<file path="config.mk">
export PLATFORM = sky130hd
export DESIGN_NAME = csa_serial_wide_adder
export DESIGN_NICKNAME = d
export VERILOG_FILES = /design/src/rtl/csa_serial_wide_adder.sv
export SDC_FILE = /design/constraint.sdc
export NUM_CORES = 1
export LEC_CHECK = 0
export ABC_AREA = 1
export CORE_UTILIZATION = 47
export DETAILED_ROUTE_END_ITERATION = 8
export PLACE_DENSITY = 0.79
export SLEW_MARGIN = 40
export SYNTH_ARGS = -nofsm -noshare
export SYNTH_HDL_FRONTEND = slang
export SYNTH_SLANG_ARGS = --single-unit
export TNS_END_PERCENT = 50
</file>
<file path="constraint.sdc">
create_clock -name clk -period 2.4 [get_ports clk]
set_clock_uncertainty 0.05 [all_clocks]
set_input_delay 0.48 -clock clk [delete_from_list [all_inputs] [get_ports clk]]
set_output_delay 0.48 -clock clk [all_outputs]
set_load 0.01 [all_outputs]
</file>
<file path="src/rtl/csa_serial_wide_adder.sv">
// Serial wide adder: streams WIDTH-bit operands through one 4-bit carry-select
// adder a chunk per clock, LSB chunk first, chaining the carry between cycles.

module carry_select_adder (
   input  logic [3:0] a,
   input  logic [3:0] b,
   input  logic       cin,
   output logic [3:0] sum,
   output logic       cout
);

   logic [2:0] lo;
   logic [2:0] hi0;
   logic [2:0] hi1;

   // Upper pair is computed for both possible carries and picked by the low carry.
   assign lo  = {1'b0, a[1:0]} + {1'b0, b[1:0]} + {2'b00, cin};
   assign hi0 = {1'b0, a[3:2]} + {1'b0, b[3:2]};
   assign hi1 = {1'b0, a[3:2]} + {1'b0, b[3:2]} + 3'd1;

   assign sum  = {(lo[2] ? hi1[1:0] : hi0[1:0]), lo[1:0]};
   assign cout = lo[2] ? hi1[2] : hi0[2];

endmodule

module csa_serial_wide_adder #(
   parameter int WIDTH = 16
) (
   input  logic             clk,
   input  logic             rst_n,
   input  logic             in_valid,
   output logic             in_ready,
   input  logic [WIDTH-1:0] a,
   input  logic [WIDTH-1:0] b,
   input  logic             cin,
   output logic             out_valid,
   input  logic             out_ready,
   output logic [WIDTH-1:0] sum,
   output logic             cout
);

   localparam int NCHUNK = WIDTH / 4;
   localparam int CW     = (NCHUNK > 1) ? $clog2(NCHUNK) : 1;

   if ((WIDTH < 4) || ((WIDTH % 4) != 0)) begin : g_width_check
      $error("csa_serial_wide_adder: WIDTH must be a multiple of 4 and >= 4");
   end

   typedef enum logic [1:0] {
      IDLE = 2'd0,
      RUN  = 2'd1,
      DONE = 2'd2
   } state_t;

   state_t           state;
   state_t           state_next;
   logic [CW-1:0]    cnt;
   logic [CW+1:0]    base;
   logic             last;
   logic [WIDTH-1:0] a_reg;
   logic [WIDTH-1:0] b_reg;
   logic [WIDTH-1:0] partial;
   logic [WIDTH-1:0] partial_done;
   logic             carry_reg;
   logic [3:0]       csa_a;
   logic [3:0]       csa_b;
   logic [3:0]       csa_sum;
   logic             csa_cout;

   // Handshakes: a transfer happens on a rising edge where valid and ready are
   // both high; valid never waits on ready, and ready/valid are decoded from
   // state so input and output transfers can never coincide.

   always_ff @(posedge clk or negedge rst_n) begin
      if (!rst_n) begin
         state <= IDLE;
      end else begin
         state <= state_next;
      end
   end

   always_comb begin
      state_next = state;
      case (state)
         IDLE:    if (in_valid) state_next = RUN;
         RUN:     if (last) state_next = DONE;
         DONE:    if (out_ready) state_next = IDLE;
         default: state_next = IDLE;
      endcase
   end

   always_comb begin
      in_ready  = (state == IDLE);
      out_valid = (state == DONE);
   end

   assign base  = {cnt, 2'b00};
   assign last  = (cnt == CW'(NCHUNK - 1));
   assign csa_a = a_reg[base +: 4];
   assign csa_b = b_reg[base +: 4];

   carry_select_adder u_csa (
      .a    (csa_a),
      .b    (csa_b),
      .cin  (carry_reg),
      .sum  (csa_sum),
      .cout (csa_cout)
   );

   // The top chunk is still in flight on the final RUN edge, so splice it in.
   always_comb begin
      partial_done = partial;
      partial_done[4*(NCHUNK-1) +: 4] = csa_sum;
   end

   always_ff @(posedge clk or negedge rst_n) begin
      if (!rst_n) begin
         cnt       <= '0;
         a_reg     <= '0;
         b_reg     <= '0;
         partial   <= '0;
         carry_reg <= 1'b0;
         sum       <= '0;
         cout      <= 1'b0;
      end else begin
         case (state)
            IDLE: begin
               if (in_valid) begin
                  a_reg     <= a;
                  b_reg     <= b;
                  carry_reg <= cin;
                  cnt       <= '0;
               end
            end
            RUN: begin
               partial[base +: 4] <= csa_sum;
               carry_reg          <= csa_cout;
               if (last) begin
                  sum  <= partial_done;
                  cout <= csa_cout;
               end else begin
                  cnt <= cnt + 1'b1;
               end
            end
            default: begin
            end
         endcase
      end
   end

   a_no_overlap: assert property (@(posedge clk) disable iff (!rst_n)
      !(in_ready && out_valid));

   a_hold_result: assert property (@(posedge clk) disable iff (!rst_n)
      (out_valid && !out_ready) |=> (out_valid && $stable(sum) && $stable(cout)));

endmodule

</file>
==> qor.txt <==
fraction of registers with async set/reset -> 1.00
Cell variety after synth -> 23
Core ar. -> 6420 sq um
wire length of the first global-routing pass -> 11,500 microns
CTS Sinks -> 66
clock root cell -> clkbuf_8
die width -> 84.0 microns
starting density of the core -> 0.492
failing checks -> design-rule violations
CP Cell Sequence -> buf_6 > o21ai_1 > nand2_1 > ha_2 > fa_1 > ha_1 > inv_1 > nand2_1 > nand2_2 > nor2_2 > nand2_1 > nand2_1
RSZ-0062 raised after global routing -> yes
IO Count -> 56
Top Layer Used -> met4
Routed Antenna Nets -> 0
placed cells -> 504
ANT cells -> 0
Syn-to-layout area delta -> 28.5%
initial antenna violation count -> 0
Max stage delay on crit path -> 0.47 ns
# fillers -> 584
Crit Path Class -> reg -> reg
GRT Resource Usage Total -> 0.212
CP startpoint kind -> register
Max Slew Vio Count -> 0
via count -> 2,657
Final Setup Violations -> 0
final cell count without fillers -> 524
Synth Register Bits -> 66
FP Rows -> 29
status -> finished with violations
clock latency on the worst-skew pair -> 0.35 ns
Mapped Area -> 3160 sq um
WL final -> 6900 microns
Avg Inst Size Synth -> 8.25 sq um
Peak VDD IR -> 0.694 mV
Yosys warnings -> 0
met1 wire length -> 2930 microns
H-tree depth -> 3
Worst Hold Class -> in -> async
Overflow after GRT -> 0
Leakage -> 2.10 nW
fin area -> 4060 sq um
Power Total -> 6.14 mW
Area contributors post-synth -> dfrtp_1, nand2_1, nand3_1, nor2_1, buf_6
Final #Nets -> 489
met2 WL -> 3490 microns
largest net degree at the start of global routing -> 67
Period minus WS final -> 2.36 ns
Period Utilization, post-route -> 0.983
Crit Path Max Fanout -> 15
DR pass1 iterations -> 6
layout cells sized above 1 -> 0.128
slew of the pin with the lowest slew margin -> 0.731 ns
number of flops mapped to enable cells by yosys -> 0
post-synthesis sequential area ratio -> 0.523
Critical Path End Type -> register
top-count cell post-synth -> nand2_1
Die Height -> 84.0 microns
Final Hold Slack -> 0.0816 ns
met3 wire length -> 315 microns
CP max stage cell -> fa_1
synth cell count leaders -> nand2_1, dfrtp_1, nand3_1
CTS Buffer Depth -> 2
via/cell ratio -> 5.07
vias in the first global route -> 2,623
footprint of the multi-input gates -> 1310 sq um
area leader, netlist -> dfrtp_1
Clock Pin Slew Worst Setup and Hold Paths -> 0.07 ns
dpl hpwl -> 4800 microns
Most Frequent Cell on Critical Path -> nand2_1
Worst slew margin -> 0.511
CTS tree -> done
ys flop type -> dfrtp_1
Die ar. -> 7050 sq um
Final Wtd Congestion -> 0.990
# DRC -> 4
register area -> 1650 sq um
cell area after placement -> 3720 sq um
number of CTS-inserted buffers -> 9
Worst Path Buf+Inv -> 2
Final Hold Viols -> 0
Initial DRC Count -> 147
critical path's top delay family -> adder cells
WL per Instance -> 13.2 microns
Max Freq -> 424 MHz
Post-Syn Nets -> 430
top-area cell type share of the netlist area -> 0.523
Post-Synthesis Cells -> 383
pwr dens -> 1510 nW/um^2
Critical Path AT -> 2.55 ns
Worst EP required -> 2.59 ns
CTS Hold Bufs -> 0
Max-Cap Viols -> 0
port bufs -> 55
[kinds of logic after synthesis]
family / after synthesis / synth area share
AOI/OAI and AO/OA: 29 / 0.0515
buffers and inverters: 42 / 0.0737
and+or+nand+nor: 236 / 0.305
DFF: 66 / 0.523
adders and majority gates: 10 / 0.0467
[routing by layer]
| layer | GRT usage | up-vias |
|---|---|---|
| met1 | 0.242 | 1245 |
| met5 | 0 | - |
| met4 | 0.110 | 0 |
| li1 | - | 1322 |
| met3 | 0.0504 | 15 |
| met2 | 0.368 | 75 |
[cell type report]
class	count	share of cell area
clock buffers	11	0.0373
flip-flops and latches	66	0.407
multi-input cells	275	0.323
repair buffers	65	0.159
clock inverters	5	0.0247
repair inverters	1	0.00123
inverters	24	0.0237
well taps	77	0.0237
[worst paths after layout]
path                         start     endpoint  slack [ns]  depth (start not counted)
setup / recovery            cnt[0]  partial[11]        0.04                         12
hold / removal               rst_n   partial[8]        0.08                          2
setup reg to reg            cnt[0]  partial[11]        0.04                         12
hold reg to reg            sum[11]      sum[11]        0.42                          2
max in group asynchronous    rst_n       cnt[0]        1.91                          2
min in group clk           sum[11]      sum[11]        0.42                          2
[repair_timing]
item / in CTS / in global routing
gates resized for setup: 4 / 25
pin swaps: 1 / 9
endpoints found under the setup margin: 1 / 9
buffers inserted: 0 / 3
endpoints found under the hold margin: 0 / 0
gates cloned: 0 / 1
[metrics by stage]
stage,setup TNS (ns),util,worst slack [ns]
2_1_floorplan,0,-,0.0722
3_3_place_gp,0,0.580,0.0801
3_5_place_dp,0,0.580,0.0235
4_1_cts,0,0.620,0.0151
5_1_grt,-0.258,0.632,-0.0837
6_report,0,0.632,0.0414
[layout by cell type, fill, tap and decap left out, drive strengths merged]
master | Yosys | final
a21oi | 12 | 12
buf | 17 | 11
bufinv | 0 | 3
clkbuf | 1 | 11
clkdlybuf4s50 | 0 | 54
clkinv | 1 | 5
dfrtp | 66 | 66
fa | 3 | 3
ha | 7 | 7
inv | 23 | 22
nand2 | 165 | 165
nand3 | 41 | 41
nand4 | 1 | 1
nor2 | 29 | 29
o21ai | 16 | 16
o31ai | 1 | 1
[report_power, final]
part / switching [mW] / internal [mW]
Clock: 0.425 / 0.743
Combinational: 1.86 / 1.21
Sequential: 0.302 / 1.59
Power figures use the tool's default switching activity.
